**src/rtl/seq_detect_moore_param.sv**
```systemverilog
// ----------------------------------------------------------------------------
// seq_detect_moore_param
//   Parametrised Moore serial sequence detector. Watches a 1-bit stream
//   qualified by in_valid and flags every occurrence of a programmable
//   PAT_LEN-bit pattern (MSB = oldest bit). Overlapping or non-overlapping
//   matching is fixed at build time; detections are counted in a saturating
//   counter.
//
// Ports
//   clk        rising-edge clock
//   rst        synchronous active-high reset (overrides everything)
//   in_valid   qualifies `in`
//   in         serial data bit
//   load       one-cycle strobe: take pat_in as the new pattern, restart FSM
//   pat_in     new pattern, MSB first
//   clr_cnt    clear match_cnt (wins over a coincident increment)
//   det        high while the FSM is in DETECT (registered)
//   match_cnt  saturating count of DETECT entries
//   state_o    current FSM state for debug (S0..S(PAT_LEN-1), DETECT=PAT_LEN)
// ----------------------------------------------------------------------------
module seq_detect_moore_param #(
    parameter int unsigned        PAT_LEN = 4,
    parameter logic [PAT_LEN-1:0] PATTERN = 4'b1011,
    parameter bit                 OVERLAP = 1'b1,
    parameter int unsigned        CNT_W   = 8
) (
    input  logic                           clk,
    input  logic                           rst,
    input  logic                           in_valid,
    input  logic                           in,
    input  logic                           load,
    input  logic [PAT_LEN-1:0]             pat_in,
    input  logic                           clr_cnt,
    output logic                           det,
    output logic [CNT_W-1:0]               match_cnt,
    output logic [$clog2(PAT_LEN+1)-1:0]   state_o
);

    localparam int unsigned SW = $clog2(PAT_LEN + 1);

    // Intermediate states Sk are reached by casting the prefix length k.
    typedef enum logic [SW-1:0] {
        ST_S0     = '0,
        ST_DETECT = SW'(PAT_LEN)
    } state_t;

    state_t             state_q, state_d;
    logic [PAT_LEN-1:0] pat_q;
    logic [CNT_W-1:0]   cnt_q;
    logic               det_q;
    logic               hit;

    int unsigned        keff;
    logic [SW-1:0]      best;
    logic [PAT_LEN:0]   hist_v;
    logic [PAT_LEN:0]   pre_v;
    logic [PAT_LEN:0]   mask_v;

    // Next-state search. In state Sk the last k accepted bits are, by
    // definition, the first k pattern bits, so the history string is rebuilt
    // from the pattern register itself: {pattern[MSB -: k], in}. The longest
    // suffix of that string equal to a pattern prefix is the next state,
    // which is exact (KMP-equivalent) for any pattern, including runtime
    // loads. Non-overlap DETECT starts from an empty history (k = 0).
    always_comb begin
        keff = 0;
        if (state_q == ST_DETECT) begin
            keff = OVERLAP ? PAT_LEN : 0;
        end else begin
            keff = 32'(state_q);
        end

        hist_v = {1'b0, pat_q} >> (PAT_LEN - keff);
        hist_v = {hist_v[PAT_LEN-1:0], in};

        best   = '0;
        pre_v  = '0;
        mask_v = '0;
        for (int unsigned j = 1; j <= PAT_LEN; j++) begin
            mask_v = ~({(PAT_LEN+1){1'b1}} << j);
            pre_v  = {1'b0, pat_q} >> (PAT_LEN - j);
            if ((j <= keff + 1) && ((hist_v & mask_v) == pre_v)) begin
                best = SW'(j);
            end
        end

        state_d = state_t'(best);
        hit     = in_valid && !load && (state_d == ST_DETECT);
    end

    always_ff @(posedge clk) begin
        if (rst) begin
            pat_q   <= PATTERN;
            state_q <= ST_S0;
            det_q   <= 1'b0;
            cnt_q   <= '0;
        end else begin
            // A bit presented alongside load is discarded.
            if (load) begin
                pat_q   <= pat_in;
                state_q <= ST_S0;
                det_q   <= 1'b0;
            end else if (in_valid) begin
                state_q <= state_d;
                det_q   <= (state_d == ST_DETECT);
            end

            if (clr_cnt) begin
                cnt_q <= '0;
            end else if (hit && (cnt_q != '1)) begin
                cnt_q <= cnt_q + CNT_W'(1);
            end
        end
    end

    assign det       = det_q;
    assign match_cnt = cnt_q;
    assign state_o   = state_q;

endmodule

```
**config.mk**
```make
export PLATFORM = sky130hd
export DESIGN_NAME = seq_detect_moore_param
export DESIGN_NICKNAME = d
export VERILOG_FILES = /design/src/rtl/seq_detect_moore_param.sv
export SDC_FILE = /design/constraint.sdc
export NUM_CORES = 1
export LEC_CHECK = 0
export BUFFER_PORTS_ARGS = -buffer_cell sky130_fd_sc_hd__buf_2
export CAP_MARGIN = 20
export CORE_ASPECT_RATIO = 1.1
export CORE_MARGIN = 2
export CORE_UTILIZATION = 60
export CTS_BUF_LIST = sky130_fd_sc_hd__clkbuf_2
export CTS_CLUSTER_SIZE = 24
export DETAILED_ROUTE_END_ITERATION = 10
export HOLD_SLACK_MARGIN = 0.03
export PLACE_DENSITY = 0.85
export SLEW_MARGIN = 10
export SYNTH_ARGS = -nofsm -noshare
export SYNTH_HDL_FRONTEND = slang
export SYNTH_SLANG_ARGS = --single-unit
```
**constraint.sdc**
```tcl
create_clock -name clk -period 4.34 [get_ports clk]
set_input_delay 0.217 -clock clk [delete_from_list [all_inputs] [get_ports clk]]
set_output_delay 0.217 -clock clk [all_outputs]
set_load 0.01 [all_outputs]
```
==> impl_results.md <==
* Clk pwr share at between 20% and 30%
* Int Pwr at slightly below 0.0002 W
* Chip width at about 47 um
* Period Utilization, post-route at between 60% and 70%
* Worst-path fanout max at 8
* Core area at around 2000 sq um
* Area taken by multi-input logic gates at 818 sq um
* Clock sink total at 16
* Initial DRC Count at 48
* Clock Latency Late Sink at approximately 0.3 ns
* Post-synthesis register bit count at 16
* Die H at around 51 um
* Pwr dens at ~210 nW/um^2
* Ranking of synthesized cells by area: dfxtp_1 (27%), ha_1 (6.2%), nand2_1 (4.3%), xnor2_1 (4.3%), mux2i_1 (4.1%)
* DR WL/cell at 14.4 um
* Status: complete, no violations
* Final Hold Fails at 0
* Vias/cell at about 6
* Hold Path Class: in -> reg
* Global placement routability congestion at between 0.9 and 1
* DRT met1 WL at between 1000 and 1500 um
* CTS root buf: clkbuf_2
* Ys async rst share at 0%
* Top FF cell, synth: dfxtp_1
* Clock Pin Slew Worst Setup and Hold Paths at approximately 0.16 ns
* Worst slew pin tran at about 0.54 ns
* First-pass GRT wire length at ~4700 um
* Post-Syn Instances at 150
* Max-cap violations at 0
* Hold WS at around 0.12 ns
* I/O pins at 22
* FF/Latch Area at between 300 and 400 sq um
* Worst path required time at between 4 and 5 ns
* Final min period at about 2.8 ns
* TNS Setup at 0 ns
* Setup violators final at 0
* Vias in the first global route at 1037
* Fin area at ~1300 sq um
* Antenna-violating nets left at 0
* Yosys top cell area share at a little over a quarter
* Leakage power at between 0.5 and 0.6 nW
* Register area share after synthesis at a little over a quarter
* CTS HTree Levels at 1
* Placement Cell Area at 1310 sq um
* Slew HR at a little over three fifths
* Synthesized Nets at 166
* Pin count of the biggest net entering global routing at 12
* Combinational power share at 19.0%
* Final Max Tran Viols at 0
* Worst setup EP type: register
* RSZ-0062 raised after global routing: no
* Crit path largest cell delay at around 0.50 ns
* Fmax at approximately 360 MHz
* Met2 WL post-DR at about 1400 um
* Remaining Overflow, GRT at 0
* DRC viols at 0
* GRT Resource Usage Total at a little over a quarter
* Slowest CP cell: dfxtp_1
* Critical-path cell list: inv_1 -> ha_1 -> ha_1 -> nor2b_2 -> mux2_4 -> a21oi_2 -> and4_4 -> nand3_2 -> or3_1 -> a21oi_1
* Row count at 17
* Warnings, synthesis at 0
* Final nets at 185
* Setup Buffers After CTS at 0
* Area Overhead vs Synth at 9.83%
* Clock Skew at about 0.0037 ns
* Post-Syn Area at roughly 1200 sq um
* Max VDD drop at approximately 0.18 mV
* Num CTS Buffers at 3
* Top sig layer: met4
* CTS tree: yes
* Synth area leader: dfxtp_1
* Number of gates given a new drive strength after cts at 0
* Most used cell, CP: ha_1
* Port Buffer Count at 21
* Detailed Place HPWL at about 2200 um
* Initial Utilization at between 60% and 70%
* Seq pwr share at between 50% and 60%
* Initial antenna violation count at 0
* Antenna Cells at 0
* Mean Syn Cell Area at 8.06 sq um
* CP startpoint kind: register
* Final wirelength at approximately 2800 um
* Post-synth EDFFs at 0
* Switching Fraction at 31.3%
* CTS max path bufs at 2
* DRT Pass-1 Iters at 4
* CTS Hold Buffers Added at 0
* Critical Path AT at approximately 3.0 ns
* Critical path type: reg -> reg
* Die area at ~2400 sq um
* Post-synth cell types at between 50 and 60
* Fillers at between 150 and 200
* Metal3 WL at 179 um
* Share of layout cells above drive strength 1 at between 20 and 25%
* Switch Pwr at between 0.00008 and 0.00009 W
* Vias at 1188
[cell families after synthesis]
kind of cell / Yosys count / share of synthesized area (%)
xor gates and xnor gates: 8 / 5.80
muxes: 6 / 5.38
buffers and inverters: 15 / 5.80
AOI/OAI and AO/OA: 39 / 22.8
and+or+nand+nor: 60 / 27.5
adders and majority gates: 6 / 6.21
DFF: 16 / 26.5
[cell usage in the layout, fill, tap and decap left out, drive strengths merged, types with 3 or more instances in the layout]
cell type	synthesis	routed
clkbuf	4	3
xnor2	6	6
buf	3	21
a21oi	9	9
o311ai	3	3
and3	3	3
ha	6	6
a21boi	3	3
nor4	4	4
and2	3	3
mux2i	5	5
inv	8	8
dfxtp	16	16
nand3	7	7
nor2	10	10
nor2b	4	4
nand2b	3	3
nand2	14	14
and4	4	4
o21ai	9	9
[cell type report]
type,instances,area share [%]
Sequential cell,16,24.1
Multi-Input combinational cell,119,61.6
Tap cell,28,2.64
Clock inverter,1,0.283
Timing Repair Buffer,21,7.92
Inverter,8,2.26
Clock buffer,3,1.13
[path summary, 6_finish.rpt]
kind                            startpoint           end  slack, ns  depth (start not counted)
worst max register to register  state_o[1]  match_cnt[5]       1.59                         10
worst max-delay path            state_o[1]  match_cnt[5]       1.59                         10
worst min-delay path             pat_in[3]      pat_q[3]       0.12                          3
worst min register to register         det           det       0.50                          2
[flip-flops by register name, summed over array words and instances (netlist names)]
register   flops
pat_q          4
det            1
match_cnt      8
state_o        3
[metrics by stage]
step / power, W / setup WS, ns / util, % / instances
2_1_floorplan: 0.000198 / 1.80 / - / 150
3_3_place_gp: 0.000210 / 1.80 / 66.9 / 192
3_5_place_dp: 0.000212 / 1.67 / 66.9 / 192
4_1_cts: 0.000281 / 1.62 / 67.8 / 196
5_1_grt: 0.000298 / 1.41 / 67.8 / 196
6_report: 0.000281 / 1.59 / 67.8 / 196
[metal layers]
layer  global-route usage [%]  vias up
met2                     44.1       51
li1                         -      584
met1                     34.4      547
met4                     6.94        0
met5                        0        -
met3                     6.71        6
[synth_stat cells, types with 2 or more instances]
cell / instances
and4_4: 2
a21boi_0: 3
dfxtp_1: 16
nand2b_1: 3
o21ai_0: 7
a31oi_1: 2
nor2_1: 10
nor3_1: 2
a311oi_1: 2
o311ai_1: 2
mux2i_1: 5
clkbuf_1: 3
and3_1: 2
or2_2: 2
nand3_1: 6
a21oi_1: 7
xor2_1: 2
o21ai_1: 2
nand2_1: 14
a21oi_2: 2
nor2b_1: 3
o211ai_1: 2
nor4_1: 4
or3_1: 2
inv_1: 8
xnor2_1: 6
and2_1: 2
ha_1: 6
[power groups by stage]
stage | sequential, W | combinational (W) | clock, W
global route | 0.000158 | 0.0000597 | 0.0000801
CTS | 0.000157 | 0.0000527 | 0.0000713
detailed placement | 0.000160 | 0.0000523 | 0
finish | 0.000157 | 0.0000534 | 0.0000709
floorplan | 0.000157 | 0.0000417 | 0
global placement | 0.000160 | 0.0000508 | 0
[critical path, delay by kind of cell (launching register included)]
kind | cells | cell delay [ns]
AND/OR/NAND/NOR | 4 | 0.96
flip-flops | 1 | 0.50
adder cells (fa/ha/maj) | 2 | 0.48
multiplexers | 1 | 0.34
AO/OA/AOI/OAI | 2 | 0.31
buffers and inverters | 1 | 0.12
(Power assumes the default switching activity.)
